[src/rtl/proc_control_unit_if.sv]
// Control bundle between the processor sequencer and its 16-bit datapath.
// The master side is the sequencer, and the slave side is the datapath or switch inputs.
interface proc_control_unit_if #(
    parameter int DATA_W = 16
);
    logic              Run;
    logic [DATA_W-1:0] DIN;
    logic              IRin;
    logic [7:0]        Rin;
    logic [7:0]        Rout;
    logic              DINout;
    logic              Gout;
    logic              Ain;
    logic              Gin;
    logic              AddSub;
    logic              Done;
    logic [1:0]        Step;

    modport master (
        input  Run, DIN,
        output IRin, Rin, Rout, DINout, Gout, Ain, Gin, AddSub, Done, Step
    );

    modport slave (
        output Run, DIN,
        input  IRin, Rin, Rout, DINout, Gout, Ain, Gin, AddSub, Done, Step
    );
endinterface

[src/rtl/proc_control_unit.sv]
// Sequencer for the R0-R7/A/G datapath. It fetches a 9-bit IIIXXXYYY instruction in T0.
// It then drives the register enables, the bus selects, AddSub and Done through T1-T3.
module proc_control_unit #(
    parameter int DATA_W = 16,
    parameter int IR_LSB = 7
) (
    input  logic                  Clock,
    input  logic                  Reset,
    proc_control_unit_if.master   bus
);
    typedef enum logic [1:0] {
        T0 = 2'd0,
        T1 = 2'd1,
        T2 = 2'd2,
        T3 = 2'd3
    } step_t;

    step_t      step_reg, step_next;
    logic [8:0] ir_reg, ir_next;

    logic [2:0] ir_op, ir_x, ir_y;
    logic [7:0] x_dec, y_dec;

    logic       irin_c, dinout_c, gout_c, ain_c, gin_c, addsub_c, done_c;
    logic [7:0] rin_c, rout_c;

    assign ir_op = ir_reg[8:6];
    assign ir_x  = ir_reg[5:3];
    assign ir_y  = ir_reg[2:0];

    generate
        for (genvar gi = 0; gi < 8; gi++) begin : g_dec
            assign x_dec[gi] = (ir_x == 3'(gi));
            assign y_dec[gi] = (ir_y == 3'(gi));
        end
    endgenerate

    always_ff @(posedge Clock) begin
        if (Reset) begin
            step_reg <= T0;
            ir_reg   <= 9'd0;
        end else begin
            step_reg <= step_next;
            ir_reg   <= ir_next;
        end
    end

    always_comb begin
        step_next = T0;
        ir_next   = ir_reg;
        irin_c    = 1'b0;
        rin_c     = 8'd0;
        rout_c    = 8'd0;
        dinout_c  = 1'b0;
        gout_c    = 1'b0;
        ain_c     = 1'b0;
        gin_c     = 1'b0;
        addsub_c  = 1'b0;
        done_c    = 1'b0;

        case (step_reg)
            T0: begin
                irin_c = bus.Run;
                if (bus.Run) begin
                    ir_next   = bus.DIN[IR_LSB+8:IR_LSB];
                    step_next = T1;
                end
            end
            T1: begin
                case (ir_op)
                    3'b000: begin
                        rout_c = y_dec;
                        rin_c  = x_dec;
                        done_c = 1'b1;
                    end
                    3'b001: begin
                        dinout_c = 1'b1;
                        rin_c    = x_dec;
                        done_c   = 1'b1;
                    end
                    3'b010, 3'b011: begin
                        rout_c    = x_dec;
                        ain_c     = 1'b1;
                        step_next = T2;
                    end
                    // Reserved opcodes retire as a NOP.
                    default: done_c = 1'b1;
                endcase
            end
            T2: begin
                rout_c    = y_dec;
                gin_c     = 1'b1;
                addsub_c  = ir_op[0];
                step_next = T3;
            end
            T3: begin
                gout_c = 1'b1;
                rin_c  = x_dec;
                done_c = 1'b1;
            end
            default: step_next = T0;
        endcase
    end

    // Reset masks every output immediately, so an interrupted instruction writes nothing.
    assign bus.IRin   = irin_c   & ~Reset;
    assign bus.Rin    = Reset ? 8'd0 : rin_c;
    assign bus.Rout   = Reset ? 8'd0 : rout_c;
    assign bus.DINout = dinout_c & ~Reset;
    assign bus.Gout   = gout_c   & ~Reset;
    assign bus.Ain    = ain_c    & ~Reset;
    assign bus.Gin    = gin_c    & ~Reset;
    assign bus.AddSub = addsub_c & ~Reset;
    assign bus.Done   = done_c   & ~Reset;
    assign bus.Step   = Reset ? 2'd0 : step_reg;
endmodule

[src/flat_wrapper.sv]
// flat-port wrapper written by rule: the top's interface ports become plain ports
module proc_control_unit_flat 
#(
    parameter int DATA_W = 16,
    parameter int IR_LSB = 7
)
  (Clock, Reset, bus_Run, bus_DIN, bus_IRin, bus_Rin, bus_Rout, bus_DINout, bus_Gout, bus_Ain, bus_Gin, bus_AddSub, bus_Done, bus_Step);
  proc_control_unit_if #(.DATA_W(DATA_W)) bus_i ();
  input  logic Clock;
  input  logic Reset;
  input wire logic [$bits(bus_i.Run)-1:0] bus_Run;
  input wire logic [$bits(bus_i.DIN)-1:0] bus_DIN;
  output wire logic [$bits(bus_i.IRin)-1:0] bus_IRin;
  output wire logic [$bits(bus_i.Rin)-1:0] bus_Rin;
  output wire logic [$bits(bus_i.Rout)-1:0] bus_Rout;
  output wire logic [$bits(bus_i.DINout)-1:0] bus_DINout;
  output wire logic [$bits(bus_i.Gout)-1:0] bus_Gout;
  output wire logic [$bits(bus_i.Ain)-1:0] bus_Ain;
  output wire logic [$bits(bus_i.Gin)-1:0] bus_Gin;
  output wire logic [$bits(bus_i.AddSub)-1:0] bus_AddSub;
  output wire logic [$bits(bus_i.Done)-1:0] bus_Done;
  output wire logic [$bits(bus_i.Step)-1:0] bus_Step;
  assign bus_i.Run = bus_Run;
  assign bus_i.DIN = bus_DIN;
  assign bus_IRin = bus_i.IRin;
  assign bus_Rin = bus_i.Rin;
  assign bus_Rout = bus_i.Rout;
  assign bus_DINout = bus_i.DINout;
  assign bus_Gout = bus_i.Gout;
  assign bus_Ain = bus_i.Ain;
  assign bus_Gin = bus_i.Gin;
  assign bus_AddSub = bus_i.AddSub;
  assign bus_Done = bus_i.Done;
  assign bus_Step = bus_i.Step;
  proc_control_unit #(.DATA_W(DATA_W), .IR_LSB(IR_LSB)) u_core (.Clock(Clock), .Reset(Reset), .bus(bus_i));
endmodule
[config.mk]
export PLATFORM = sky130hd
export DESIGN_NAME = proc_control_unit_flat
export DESIGN_NICKNAME = d
export VERILOG_FILES = /design/src/rtl/proc_control_unit_if.sv /design/src/rtl/proc_control_unit.sv /design/src/flat_wrapper.sv
export SDC_FILE = /design/constraint.sdc
export NUM_CORES = 1
export LEC_CHECK = 0
export ABC_CLOCK_PERIOD_IN_PS = 2400
export CAP_MARGIN = 0
export CORE_AREA = 2 2 49 51
export CTS_BUF_LIST = sky130_fd_sc_hd__clkbuf_4 sky130_fd_sc_hd__clkbuf_8 sky130_fd_sc_hd__clkbuf_16
export CTS_CLUSTER_SIZE = 24
export DETAILED_ROUTE_END_ITERATION = 6
export DIE_AREA = 0 0 51 53
export GPL_ROUTABILITY_DRIVEN = 1
export PLACE_DENSITY = 0.78
export SYNTH_ARGS = -nofsm -noshare
export SYNTH_HDL_FRONTEND = slang
export SYNTH_SLANG_ARGS = --single-unit
[constraint.sdc]
create_clock -name Clock -period 2.4 [get_ports Clock]
set_input_delay 0.72 -clock Clock [delete_from_list [all_inputs] [get_ports Clock]]
set_output_delay 0.72 -clock Clock [all_outputs]
set_load 0.05 [all_outputs]
==> results.py, run 1 <==
metrics = {
    "status": {
        "status": "finished with violations",
        "violations": "setup timing",
    },
    "setup_path": {
        "r2r_cells": 5,
        "start_kind": "register",
        "startpoint": "u_core.step_reg[0]$_SDFF_PP0_",
        "end_kind": "output pin",
        "worstPathMaxFanout": 4,
        "crit_end": "bus_Rout[3]",
        "crit_type": "reg -> out",
        "crit_arrival_ps": 1870,
        "required_ps": 1680,
        "regToRegStartpoint": "u_core.step_reg[0]$_SDFF_PP0_",
        "timing.rr.end": "u_core.ir_reg[1]$_SDFFE_PP0P_",
        "rrSetupSlack_ps": 1030,
    },
    "worst_hold_path": {
        "hold_path.class": "reg -> reg",
    },
    "logic_synthesis": {
        "synth_top_cell_area_share": 0.304,
        "synth_area_per_cell_um2": 7.30,
        "yosysMostFrequentCell": "nand2_1",
        "syn_nets": 122,
        "yosysUniqueCellTypes": 23,
        "synth_warnings": 0,
        "yosys-top-cells-count": "nand2_1 (21), a21oi_1 (12), dfxtp_1 (11)",
        "netlist_area_um2": 723,
        "ys_ff_latch": 11,
        "yosys.area.top_type": "dfxtp_1",
        "synth_flop_cell": "dfxtp_1",
        "synth.top_cells.by_area": "dfxtp_1 (30%), nand2_1 (11%), a21oi_1 (8.3%)",
        "synthCells": 99,
        "yosysSeqAreaShare": 0.304,
        "synth_edf_count": 0,
        "synthArstFlopShare": 0,
    },
    "clocking": {
        "cts_max_level": 1,
        "clk_pin_slew_worst_paths_ps": 80,
        "numCtsBuffers": 3,
        "clock-sinks": 11,
        "clockRootBuffer": "clkbuf_4",
        "clk_latency_ps": 290,
        "cts_tree": "built",
        "cts_hold_buf": 0,
        "clk_path_buf_depth": 2,
    },
    "sta": {
        "fin_ws_ps": -186,
        "slew_headroom": 0.592,
        "fin_crit_sh": 1.08,
        "setup_viol_count_final": 15,
        "hold_ws_ps": 546,
        "clock.fmax_mhz": 387,
        "final.setup_skew_ps": 9.06,
        "period_minus_slack_ps": 2590,
        "grt_setup_unrepaired": "true",
        "worst-slew-pin-transition_ps": 611,
        "hold_violations": 0,
        "slew_viol_final": 0,
    },
    "power_and_ir_drop": {
        "leakage_nw": 0.658,
        "p_per_area_nw_per_um2": 306,
        "total_power_mw": 0.565,
        "power.ir.vdd_worst_uv": 354,
    },
    "die": {
        "die_w_um": 51,
        "start_util": 0.337,
        "die_y_um": 53,
        "dieArea_um2": 2700,
        "io-pin-count": 44,
        "placement_rows": 17,
        "coreArea_um2": 2150,
    },
    "placed_design": {
        "hpwl_um": 2210,
        "place_inst": 179,
        "place_congestion": 0.792,
        "pre_cts_ws_ps": -554,
        "portBuffers": 36,
    },
    "finish": {
        "final_nets": 181,
        "stdcell_count": 185,
        "fillCellCount": 86,
        "antenna_cells": 0,
        "area_delta_synth_final_pct": 155,
        "largest_reg_flops": 9,
        "final_layout_size_suffix_gt1_frac": 0.561,
    },
    "global_routing": {
        "first_global_vias": 1063,
        "grt-ovfl-total": 0,
        "grt_use_total": 0.290,
        "antenna_found_initial": 0,
        "grt_pass1_wl_um": 5530,
        "grt_max_degree": 14,
    },
    "drt": {
        "drtAntennaViolNets": 0,
        "first_pass_iters": 4,
        "avgRoutedWirePerCell_um": 21.5,
        "drc": 0,
        "drt_iter0_drc": 33,
        "via_count": 1036,
        "wl_um": 3980,
        "viasPerCell": 5.60,
    },
    "job": {
        "drv_cap": 0,
    },
}
==> routing by layer <==
metal	track usage	wire length (um)	share of wire	up-vias
met5	0	0	0	-
met4	0.243	213	0.053	0
met3	0.0650	317	0.080	17
met2	0.496	1910	0.48	66
met1	0.303	1540	0.39	481
li1	-	-	-	472
==> how the worst min path moves through the flow <==
stage / startpoint / endpoint / slack [ps] / cells after the start
final: u_core.ir_reg[2]$_SDFFE_PP0P_ / u_core.ir_reg[2]$_SDFFE_PP0P_ / 550 / 2
after CTS: u_core.ir_reg[2]$_SDFFE_PP0P_ / u_core.ir_reg[2]$_SDFFE_PP0P_ / 520 / 2
after global placement: u_core.ir_reg[2]$_SDFFE_PP0P_ / u_core.ir_reg[2]$_SDFFE_PP0P_ / 480 / 2
after detailed placement: u_core.ir_reg[8]$_SDFFE_PP0P_ / u_core.ir_reg[8]$_SDFFE_PP0P_ / 500 / 2
after global routing: u_core.ir_reg[0]$_SDFFE_PP0P_ / u_core.ir_reg[0]$_SDFFE_PP0P_ / 560 / 2
after floorplan: u_core.ir_reg[4]$_SDFFE_PP0P_ / u_core.ir_reg[4]$_SDFFE_PP0P_ / 470 / 2
==> cell usage in the layout (no fill, tap or decap), drive strengths merged, types with 3 or more instances in the layout <==
cell / netlist / routed
a21oi: 12 / 12
buf: 1 / 47
clkbuf: 2 / 4
clkdlybuf4s50: 0 / 10
dfxtp: 11 / 11
ha: 4 / 4
nand2: 21 / 21
nand2b: 5 / 5
nand3b: 4 / 4
nor2: 8 / 8
nor2b: 3 / 3
nor3: 4 / 4
nor4: 4 / 4
o22ai: 4 / 4
o32ai: 4 / 4
==> area by class of cell <==
type	count	area, um2	share of cell area
clock buffer	4	30.0	0.0163
inverter	2	10.0	0.00542
multi-input combinational	83	752	0.407
sequential	11	225	0.122
tap	28	35.0	0.0190
timing repair buffer	57	793	0.430
==> cell families (layout without fill, tap and decap cells) <==
group                    Yosys count  in the layout  share of synthesized area
flip-flops                        11             11                      0.304
AO/OA/AOI/OAI                     22             22                      0.183
AND/OR/NAND/NOR                   57             57                      0.415
adder cells (fa/ha/maj)            4              4                     0.0692
buffers and inverters              5             63                     0.0277
==> critical path, cell delays in order (launching register included) <==
cell	delay [ps]
dfxtp_4	380
buf_12	100
ha_4	120
and4bb_2	280
nand3b_1	240
o22ai_2	290
buf_12	170
==> metrics by stage <==
step / utilization / area (um2) / setup TNS (ps)
6_report: 0.859 / 1850 / -1510
3_5_place_dp: 0.737 / 1580 / -8330
3_3_place_gp: 0.737 / 1580 / -7200
4_1_cts: 0.824 / 1770 / -811
2_1_floorplan: - / 807 / -4490
5_1_grt: 0.859 / 1850 / -2190
==> power breakdown <==
| part | total, mW | internal (mW) | switching, mW |
|---|---|---|---|
| clock network | 0.146 | 0.0760 | 0.0698 |
| registers | 0.217 | 0.194 | 0.0236 |
| logic | 0.202 | 0.0936 | 0.109 |
| total | 0.565 | 0.363 | 0.202 |
==> what timing repair did <==
action                     CTS  global route
resized for setup           35            11
pin swaps                   12             9
setup endpoints to repair   25            17
setup buffers                4             2
No activity file was read; power rests on OpenSTA's default activity.
==> run 2, diff against run 1 <==
--- a/config.mk
+++ b/config.mk
@@ -13,6 +13,7 @@
 export DETAILED_ROUTE_END_ITERATION = 6
 export DIE_AREA = 0 0 51 53
 export GPL_ROUTABILITY_DRIVEN = 1
+export HOLD_SLACK_MARGIN = 0.1
 export PLACE_DENSITY = 0.78
 export SYNTH_ARGS = -nofsm -noshare
 export SYNTH_HDL_FRONTEND = slang
==> results of run 2 <==
Same layout as run 1: the final DEF is identical, and so are final timing and power.
==> run 3, diff against run 2 <==
--- a/config.mk
+++ b/config.mk
@@ -14,7 +14,7 @@
 export DIE_AREA = 0 0 51 53
 export GPL_ROUTABILITY_DRIVEN = 1
 export HOLD_SLACK_MARGIN = 0.1
-export PLACE_DENSITY = 0.78
+export PLACE_DENSITY_LB_ADDON = 0.15
 export SYNTH_ARGS = -nofsm -noshare
 export SYNTH_HDL_FRONTEND = slang
 export SYNTH_SLANG_ARGS = --single-unit
==> run 3 against run 2 <==
Compared with the run above:
- the run still ends with setup timing left
- setup slack better by 19 ps
- fmax grew 0.75%
- cell area is 2.0% lower
- non-clock buffer count increased by 2
- via count decreased by 3.7%
- sequential power is essentially flat
- clock power fell by 7%
- critical path type is now in -> out
- highest routed layer unchanged
==> results.py, run 3 (synthesis gave the netlist of run 1 again) <==
metrics = {
    "drt": {
        "viasPerCell": 5.34,
        "via_count": 998,
        "first_pass_iters": 4,
        "wl_um": 3040,
        "drc": 0,
        "drt_iter0_drc": 13,
        "drtAntennaViolNets": 0,
        "avgRoutedWirePerCell_um": 16.3,
    },
    "placed_design": {
        "portBuffers": 36,
        "pre_cts_ws_ps": -511,
        "place_congestion": 0.780,
        "hpwl_um": 1800,
    },
    "setup_path": {
        "start_kind": "input port",
        "end_kind": "output pin",
        "required_ps": 1680,
        "crit_type": "in -> out",
        "worstPathCellList": "buf_8, and4bb_2, nand3b_1, o22ai_2, buf_12",
        "cp_top_family": "simple AND/OR/NAND/NOR gates",
        "worstPathMaxFanout": 4,
        "crit_arrival_ps": 1850,
        "cpPeakStageDelay_ps": 340,
        "cp_num_buf_inv": 2,
        "cpMaxStageDelayCell": "and4bb_2",
    },
    "finish": {
        "final_cell_mix": "buf_12 (25), buf_4 (23), nand2_1 (21), a21oi_1 (11), clkdlybuf4s50_1 (10)",
        "regArea_um2": 225,
        "antenna_cells": 0,
        "layout_commonest_cell": "buf_12",
        "multi_input_area_um2": 718,
        "fillCellCount": 104,
        "final_layout_size_suffix_gt1_frac": 0.528,
        "final_nets": 183,
        "area_delta_synth_final_pct": 150,
        "largest_reg_flops": 9,
        "final_util": 0.842,
    },
    "clocking": {
        "clk_latency_ps": 270,
        "clk_path_buf_depth": 2,
        "cts_tree": "built",
        "clockRootBuffer": "clkbuf_4",
        "cts_max_level": 1,
        "numCtsBuffers": 3,
        "clock-sinks": 11,
        "clk_pin_slew_worst_paths_ps": 60,
        "cts_hold_buf": 0,
    },
    "power_and_ir_drop": {
        "p_per_area_nw_per_um2": 293,
        "total_power_mw": 0.531,
        "power.ir.vdd_worst_uv": 371,
        "leakage_nw": 0.643,
    },
    "die": {
        "placement_rows": 17,
        "io-pin-count": 44,
        "coreArea_um2": 2150,
        "die_w_um": 51,
        "start_util": 0.337,
        "die_y_um": 53,
        "dieArea_um2": 2700,
    },
    "sta": {
        "fin_crit_sh": 1.07,
        "setup_viol_count_final": 13,
        "slew_viol_final": 0,
        "final.setup_skew_ps": 0.212,
        "slew_headroom": 0.644,
        "hold_violations": 0,
        "fin_ws_ps": -167,
        "clock.fmax_mhz": 390,
        "final.setup.tns_ps": -1390,
        "worst-slew-pin-transition_ps": 534,
        "grt_setup_unrepaired": "true",
        "period_minus_slack_ps": 2570,
    },
    "status": {
        "status": "finished with violations",
        "violations": "setup timing",
    },
    "worst_hold_path": {
        "hold_path.class": "reg -> reg",
    },
    "global_routing": {
        "first_global_vias": 1019,
        "grt-ovfl-total": 0,
        "grt_pass1_wl_um": 4730,
        "grt_max_degree": 19,
        "grt_use_total": 0.233,
        "antenna_found_initial": 0,
    },
    "job": {
        "drv_cap": 0,
    },
}
[run 3: power by group]
part	leakage [nW]	switching [mW]	internal, mW
sequential	0.0915	0.0229	0.194
combinational	0.533	0.0936	0.0853
clock	0.0184	0.0598	0.0757
total	0.643	0.176	0.355
[run 3: path summary, 6_finish.rpt]
| kind | from | to | slack, ps | cells after the start |
|---|---|---|---|---|
| hold / removal | u_core.ir_reg[3]$_SDFFE_PP0P_ | u_core.ir_reg[3]$_SDFFE_PP0P_ | 500 | 2 |
| setup reg to reg | u_core.step_reg[0]$_SDFF_PP0_ | u_core.step_reg[0]$_SDFF_PP0_ | 1130 | 5 |
| hold reg to reg | u_core.ir_reg[3]$_SDFFE_PP0P_ | u_core.ir_reg[3]$_SDFFE_PP0P_ | 500 | 2 |
| setup / recovery | Reset | bus_Rout[2] | -170 | 5 |
[run 3: metrics by stage]
stage                     area (um2)  hold WS (ps)  instances
final                           1810           503        187
after detailed placement        1560           494        176
after CTS                       1750           504        185
after global routing            1810           536        187
after floorplan                  807           465         99
after global placement          1560           480        176
[run 3: worst register-to-register path, cell delays in order (launching register included)]
cell and delay (ps):
dfxtp_4 400, inv_4 60, ha_4 160, and2_1 250, a21boi_0 230, nor2_1 60
[run 3: what timing repair did]
| item | CTS | global route |
|---|---|---|
| resized for setup | 31 | 7 |
| setup buffers | 5 | 2 |
| pin swaps | 10 | 6 |
| endpoints found under the setup margin | 25 | 17 |
[run 3: area by class of cell]
class / instances / share of cell area
clock buffer: 4 / 0.0166
multi-input combinational: 83 / 0.397
tap: 28 / 0.0194
timing repair buffer: 59 / 0.436
sequential: 11 / 0.124
inverter: 2 / 0.00692
[run 3: metal layers]
| metal | wire (um) | global-route usage | part of all wire | vias up |
|---|---|---|---|---|
| met2 | 1570 | 0.420 | 0.52 | 43 |
| met4 | 62 | 0.131 | 0.020 | 0 |
| met5 | 0 | 0 | 0 | - |
| met1 | 1220 | 0.264 | 0.40 | 474 |
| li1 | - | - | - | 474 |
| met3 | 194 | 0.0282 | 0.064 | 7 |
